**config.mk**
```make
export PLATFORM = sky130hd
export DESIGN_NAME = inst_fetch
export DESIGN_NICKNAME = d
export VERILOG_FILES = /design/src/rtl/inst_fetch_pkg.sv /design/src/rtl/inst_fetch.sv
export SDC_FILE = /design/constraint.sdc
export NUM_CORES = 1
export LEC_CHECK = 0
export ABC_AREA = 1
export BUFFER_PORTS_ARGS = -buffer_cell sky130_fd_sc_hd__buf_2
export CORE_UTILIZATION = 40
export CTS_CLUSTER_DIAMETER = 40
export DETAILED_ROUTE_END_ITERATION = 16
export PLACE_DENSITY = 0.7
export SYNTH_ARGS = -nofsm -noshare
export SYNTH_HDL_FRONTEND = slang
export SYNTH_SLANG_ARGS = --single-unit
```
**constraint.sdc**
```tcl
create_clock -name clk -period 1.62 [get_ports clk]
set_clock_uncertainty 0.15 [all_clocks]
set_input_delay 0.405 -clock clk [delete_from_list [all_inputs] [get_ports clk]]
set_output_delay 0.405 -clock clk [all_outputs]
set_load 0.02 [all_outputs]
```
**src/rtl/inst_fetch_pkg.sv**
```systemverilog
`default_nettype none
// ============================================================================
// Module      : inst_fetch_pkg
// Description : Shared constants and state encodings for the instruction fetch
//               stage.
// Revision    : 1.0 - initial release
// ============================================================================
package inst_fetch_pkg;

    localparam logic        RstEnable   = 1'b0;
    localparam logic        Stop        = 1'b1;
    localparam logic        NoStop      = 1'b0;
    localparam int          InstAddrBus = 32;
    localparam int          InstBus     = 32;
    localparam logic [31:0] ZeroWord    = 32'h0000_0000;

    localparam logic [1:0]  ST_IDLE     = 2'd0;
    localparam logic [1:0]  ST_WAIT     = 2'd1;
    localparam logic [1:0]  ST_VALID    = 2'd2;
    localparam logic [1:0]  ST_KILL     = 2'd3;

    function automatic logic [InstAddrBus-1:0] word_align(input logic [InstAddrBus-1:0] addr);
        return {addr[InstAddrBus-1:2], 2'b00};
    endfunction

endpackage
`default_nettype wire

```
**src/rtl/inst_fetch.sv**
```systemverilog
`default_nettype none
// ============================================================================
// Module      : inst_fetch
// Description : Instruction fetch stage with IDLE/WAIT/VALID/KILL handshake
//               FSM. Define FETCH_PREFETCH_EN to fetch back-to-back from VALID.
// Revision    : 1.0 - initial release
// ============================================================================
module inst_fetch
    import inst_fetch_pkg::*;
#(
    parameter logic [31:0] RESET_PC = 32'h0000_0000
) (
    input  logic                   clk,
    input  logic                   rst,
    input  logic [5:0]             stall,
    input  logic                   flush,
    input  logic [InstAddrBus-1:0] new_pc,
    input  logic                   branch_flag,
    input  logic [InstAddrBus-1:0] branch_target,
    output logic                   rom_req,
    output logic [InstAddrBus-1:0] rom_addr,
    input  logic                   rom_ack,
    input  logic [InstBus-1:0]     rom_data,
    output logic [InstAddrBus-1:0] if_pc,
    output logic [InstBus-1:0]     if_inst,
    output logic                   stallreq_if
);

`ifdef FETCH_PREFETCH_EN
    localparam logic [1:0] ADVANCE_ST = ST_WAIT;
`else
    localparam logic [1:0] ADVANCE_ST = ST_IDLE;
`endif

    logic [1:0]             state_q, state_d;
    logic [InstAddrBus-1:0] pc_q, pc_d;
    logic [InstBus-1:0]     inst_q, inst_d;
    logic [InstAddrBus-1:0] kill_addr_q, kill_addr_d;

    logic                   redirect;
    logic [InstAddrBus-1:0] target;
    logic [InstAddrBus-1:0] pc_inc;
    logic                   unused_stall;

    assign redirect     = flush | (branch_flag & (stall[0] == NoStop));
    assign target       = word_align(flush ? new_pc : branch_target);
    assign pc_inc       = pc_q + 32'd4;
    assign unused_stall = ^stall[5:1];

    always_ff @(posedge clk) begin
        if (rst == RstEnable) begin
            state_q     <= ST_IDLE;
            pc_q        <= word_align(RESET_PC);
            inst_q      <= ZeroWord;
            kill_addr_q <= ZeroWord;
        end else begin
            state_q     <= state_d;
            pc_q        <= pc_d;
            inst_q      <= inst_d;
            kill_addr_q <= kill_addr_d;
        end
    end

    always_comb begin
        state_d     = state_q;
        pc_d        = pc_q;
        inst_d      = inst_q;
        kill_addr_d = kill_addr_q;
        case (state_q)
            ST_IDLE: begin
                state_d = ST_WAIT;
                if (redirect) begin
                    pc_d = target;
                end
            end
            ST_WAIT: begin
                if (redirect) begin
                    pc_d = target;
                    if (rom_ack) begin
                        state_d = ST_WAIT;
                    end else begin
                        // Memory still owes a response for the old address.
                        state_d     = ST_KILL;
                        kill_addr_d = pc_q;
                    end
                end else if (rom_ack) begin
                    inst_d  = rom_data;
                    state_d = ST_VALID;
                end
            end
            ST_VALID: begin
                if (redirect) begin
                    pc_d    = target;
                    state_d = ADVANCE_ST;
                end else if (stall[0] == NoStop) begin
                    pc_d    = pc_inc;
                    state_d = ADVANCE_ST;
                end
            end
            ST_KILL: begin
                if (redirect) begin
                    pc_d = target;
                end
                if (rom_ack) begin
                    state_d = ST_WAIT;
                end
            end
            default: begin
                state_d = ST_IDLE;
            end
        endcase
    end

    always_comb begin
        rom_req     = (state_q == ST_WAIT) || (state_q == ST_KILL);
        rom_addr    = (state_q == ST_KILL) ? kill_addr_q : pc_q;
        if_pc       = pc_q;
        if_inst     = (state_q == ST_VALID) ? inst_q : ZeroWord;
        stallreq_if = (state_q != ST_VALID);
    end

endmodule
`default_nettype wire
```
==> metrics.md <==
| Metric | Value |
|---|---|
| Startpoint Class | `flop` |
| Detailed Routing Iterations Pass 1 | `5` |
| Routed len/inst | `between 10 and 15 um` |
| Antenna Nets Post-Route | `0` |
| Slowest-stage cell, CP | `dfxtp_4` |
| Layout cells sized above 1 | `0.411` |
| Area grow syn2layout | `57.5%` |
| Comb pwr share | `0.309` |
| First-pass GRT wire length | `about 28000 um` |
| CP max stage delay | `approximately 370 ps` |
| Largest net degree at the start of global routing | `46` |
| Clock Power Share | `0.311` |
| Chip Width | `120 um` |
| Most frequent cells after synthesis | `nand2_1, inv_1, o21ai_0` |
| Vias in the first global route | `approximately 5700` |
| Most frequent cell after synthesis | `nand2_1` |
| M3 GR Usage | `0.0333` |
| Endpoint, Worst Hold | `inst_q[4]` |
| Area contributors post-synth | `dfxtp_1, nand2_1, o21ai_0` |
| Sw Pwr | `approximately 2300 uW` |
| Depth of the most critical reg-to-reg path | `9` |
| Tot Pwr | `between 7000 and 8000 uW` |
| CTS root buf | `clkbuf_16` |
| WS Path Type | `flop to primary output` |
| DP Wirelength | `~13000 um` |
| Die height | `between 100 and 150 um` |
| Syn Area/Cell | `between 6 and 7 sq um` |
| Sw Share | `0.331` |
| Clock Latency Late Sink | `around 360 ps` |
| Fin worst setup slack | `-443 ps` |
| Power Density | `slightly above 800 nW/um^2` |
| Failing checks | `negative setup slack` |
| Post-route minimum period | `2060 ps` |
| Synthesis Warnings | `0` |
| Starting density of the core | `0.414` |
| Hold_ws | `around 180 ps` |
| GRT Util Overall | `0.245` |
| CTS Hold Bufs | `0` |
| Min-delay src | `rom_data[4]` |
| Register area share after synthesis | `0.339` |
| # nets final | `1245` |
| H-tree levels | `3` |
| Worst R2R End | `if_pc[29]` |
| Post-Synthesis Cell Area | `5540 sq um` |
| Detailed Route WL | `roughly 19000 um` |
| Post-Route Utilization | `0.652` |
| Hold crit path type | `primary input to flop` |
| Nature of the critical path endpoint | `primary output` |
| Reg power frac | `0.380` |
| Crit-path cells | `ha_4 -> clkbuf_16 -> o21ai_2 -> buf_4` |
| Reg2reg setup slack | `-130 ps` |
| Fmax | `approximately 480 MHz` |
| Pint | `4740 uW` |
| Largest area contributor in the netlist | `dfxtp_1` |
| Num rows | `42` |
| Remaining global-route overflow | `0` |
| Clock sink total | `94` |
| Global routing usage on met1 | `0.336` |
| Routed vias/inst | `approximately 5.0` |
| Placed Cells | `approximately 1300` |
| Min-Delay Path Depth | `3` |
| Max clock buf depth | `2` |
| Arrival time worst endpoint | `1510 ps` |
| Maximum vdd ir drop | `around 540 uV` |
| Full die area | `between 10000 and 15000 sq um` |
| Asr flop ratio synth | `0` |
| Setup violators final | `between 80 and 90` |
| Fin. max-slew vios | `0` |
| CP max FO | `15` |
| Worst EP required | `approximately 1100 ps` |
| Hold Violations, Final | `0` |
| Count of cell types in the netlist | `35` |
| EDFF count, synth | `0` |
| Drt first-iter violations | `roughly 500` |
| Max-capacitance violation count | `0` |
| Status | `finished, violations left` |
| Main synth FF type | `dfxtp_1` |
| Worst-path clk slew | `approximately 60 ps` |
| I/O pin total | `between 200 and 250` |
| Post-Layout Cell Count | `between 1000 and 1500` |
| Tcrit/Tclk final | `1.27` |
| GRT busiest layer | `met2` |
| Syn Inst Count | `a little under 900` |
| Dpl ws | `-166 ps` |
| I/O Buffers | `~190` |
| Yosys reg bits | `94` |
| Core area | `around 13000 sq um` |
| Worst R2R Start | `if_pc[3]` |
| GPL Wtd Cong | `0.856` |
| Vias | `about 6600` |
| Yosys top cell area share | `0.339` |
| Leakage power | `just over 0.004 uW` |
| TritonCTS clock tree | `done` |
| Diodes inserted | `0` |
| Num CTS Buffers | `9` |
| GR Layer Usage met2 | `0.389` |
| Drc violations | `0` |
| RSZ-0062 raised after global routing | `true` |
| Initial antenna violation count | `0` |
## area by class of cell
| type | count | area, sq um |
|---|---|---|
| multi-input cells | 588 | 3470 |
| fillers | 1185 | 4670 |
| clock buffers | 11 | 243 |
| flip-flops and latches | 94 | 1930 |
| clock inverters | 5 | 56.3 |
| inverters | 156 | 601 |
| well taps | 176 | 220 |
| repair buffers | 284 | 2220 |
## flip-flops by register name (all words and copies together) (netlist names)
name	cells
inst_q	32
if_pc	30
kill_addr_q	30
state_q	2
## through the flow
| stage | setup TNS [ps] | instance area (sq um) |
|---|---|---|
| final | -26010 | 8730 |
| after global routing | -31480 | 8730 |
| after CTS | -26650 | 8180 |
| after detailed placement | -8770 | 7500 |
| after global placement | -5530 | 7500 |
| after floorplan | -121 | 5870 |
## kinds of logic (layout without fill, tap and decap cells)
family                     count (synthesis)  count (layout)  synth area share
DFF                                       94              94             0.339
muxes                                      6               6            0.0108
AOI/OAI and AO/OA                        258             258             0.238
other                                      1               4          0.000676
buffers and inverters                    207             456             0.145
adders and majority gates                  5               5            0.0113
xor gates and xnor gates                   7               7            0.0111
and+or+nand+nor                          308             308             0.244
## per-layer routing
metal / up-vias / share of wire
li1: 3312 / -
met1: 3018 / 0.45
met2: 255 / 0.47
met3: 34 / 0.062
met4: 0 / 0.023
met5: - / 0
## critical path: cells and delay by family, from the launching register on
| kind | cells | cell delay (ps) |
|---|---|---|
| AO/OA/AOI/OAI | 1 | 180 |
| adder cells (fa/ha/maj) | 1 | 220 |
| buffers and inverters | 2 | 380 |
| flip-flops | 1 | 370 |
## power by group through the flow
stage               Combinational, uW  Sequential, uW  Clock, uW
floorplan                         950            2820          0
global placement                 1770            2710          0
detailed placement               1790            2720          0
CTS                              1960            2670       2230
global route                     2360            2720       2330
finish                           2190            2690       2200
## repair_timing
action                                  CTS  global route
pin swaps                                 0            31
setup buffers                             2             6
resized for setup                       108           155
endpoints found under the setup margin  101           113
cloned                                    2             3
## placed cells by master (no fill, tap or decap), types with 26 or more instances in the layout
cell	n
o21ai_2	29
inv_1	140
dfxtp_1	74
nand2_2	26
buf_6	32
nand3_1	27
o21ai_0	78
buf_4	102
nor2_1	44
a21oi_1	77
o21ai_1	27
nand2_1	167
buf_2	128
## worst max-delay path by stage
| stage | start | endpoint | slack, ps | cells after the start |
|---|---|---|---|---|
| after floorplan | state_q[1] | rom_addr[27] | -30 | 4 |
| after global placement | stall[0] | if_pc[16] | -110 | 10 |
| after detailed placement | stall[0] | if_pc[5] | -170 | 11 |
| after CTS | state_q[1] | rom_addr[14] | -440 | 5 |
| after global routing | state_q[0] | if_inst[22] | -480 | 6 |
| final | state_q[1] | rom_addr[14] | -440 | 4 |
No activity file was read; power rests on OpenSTA's default activity.
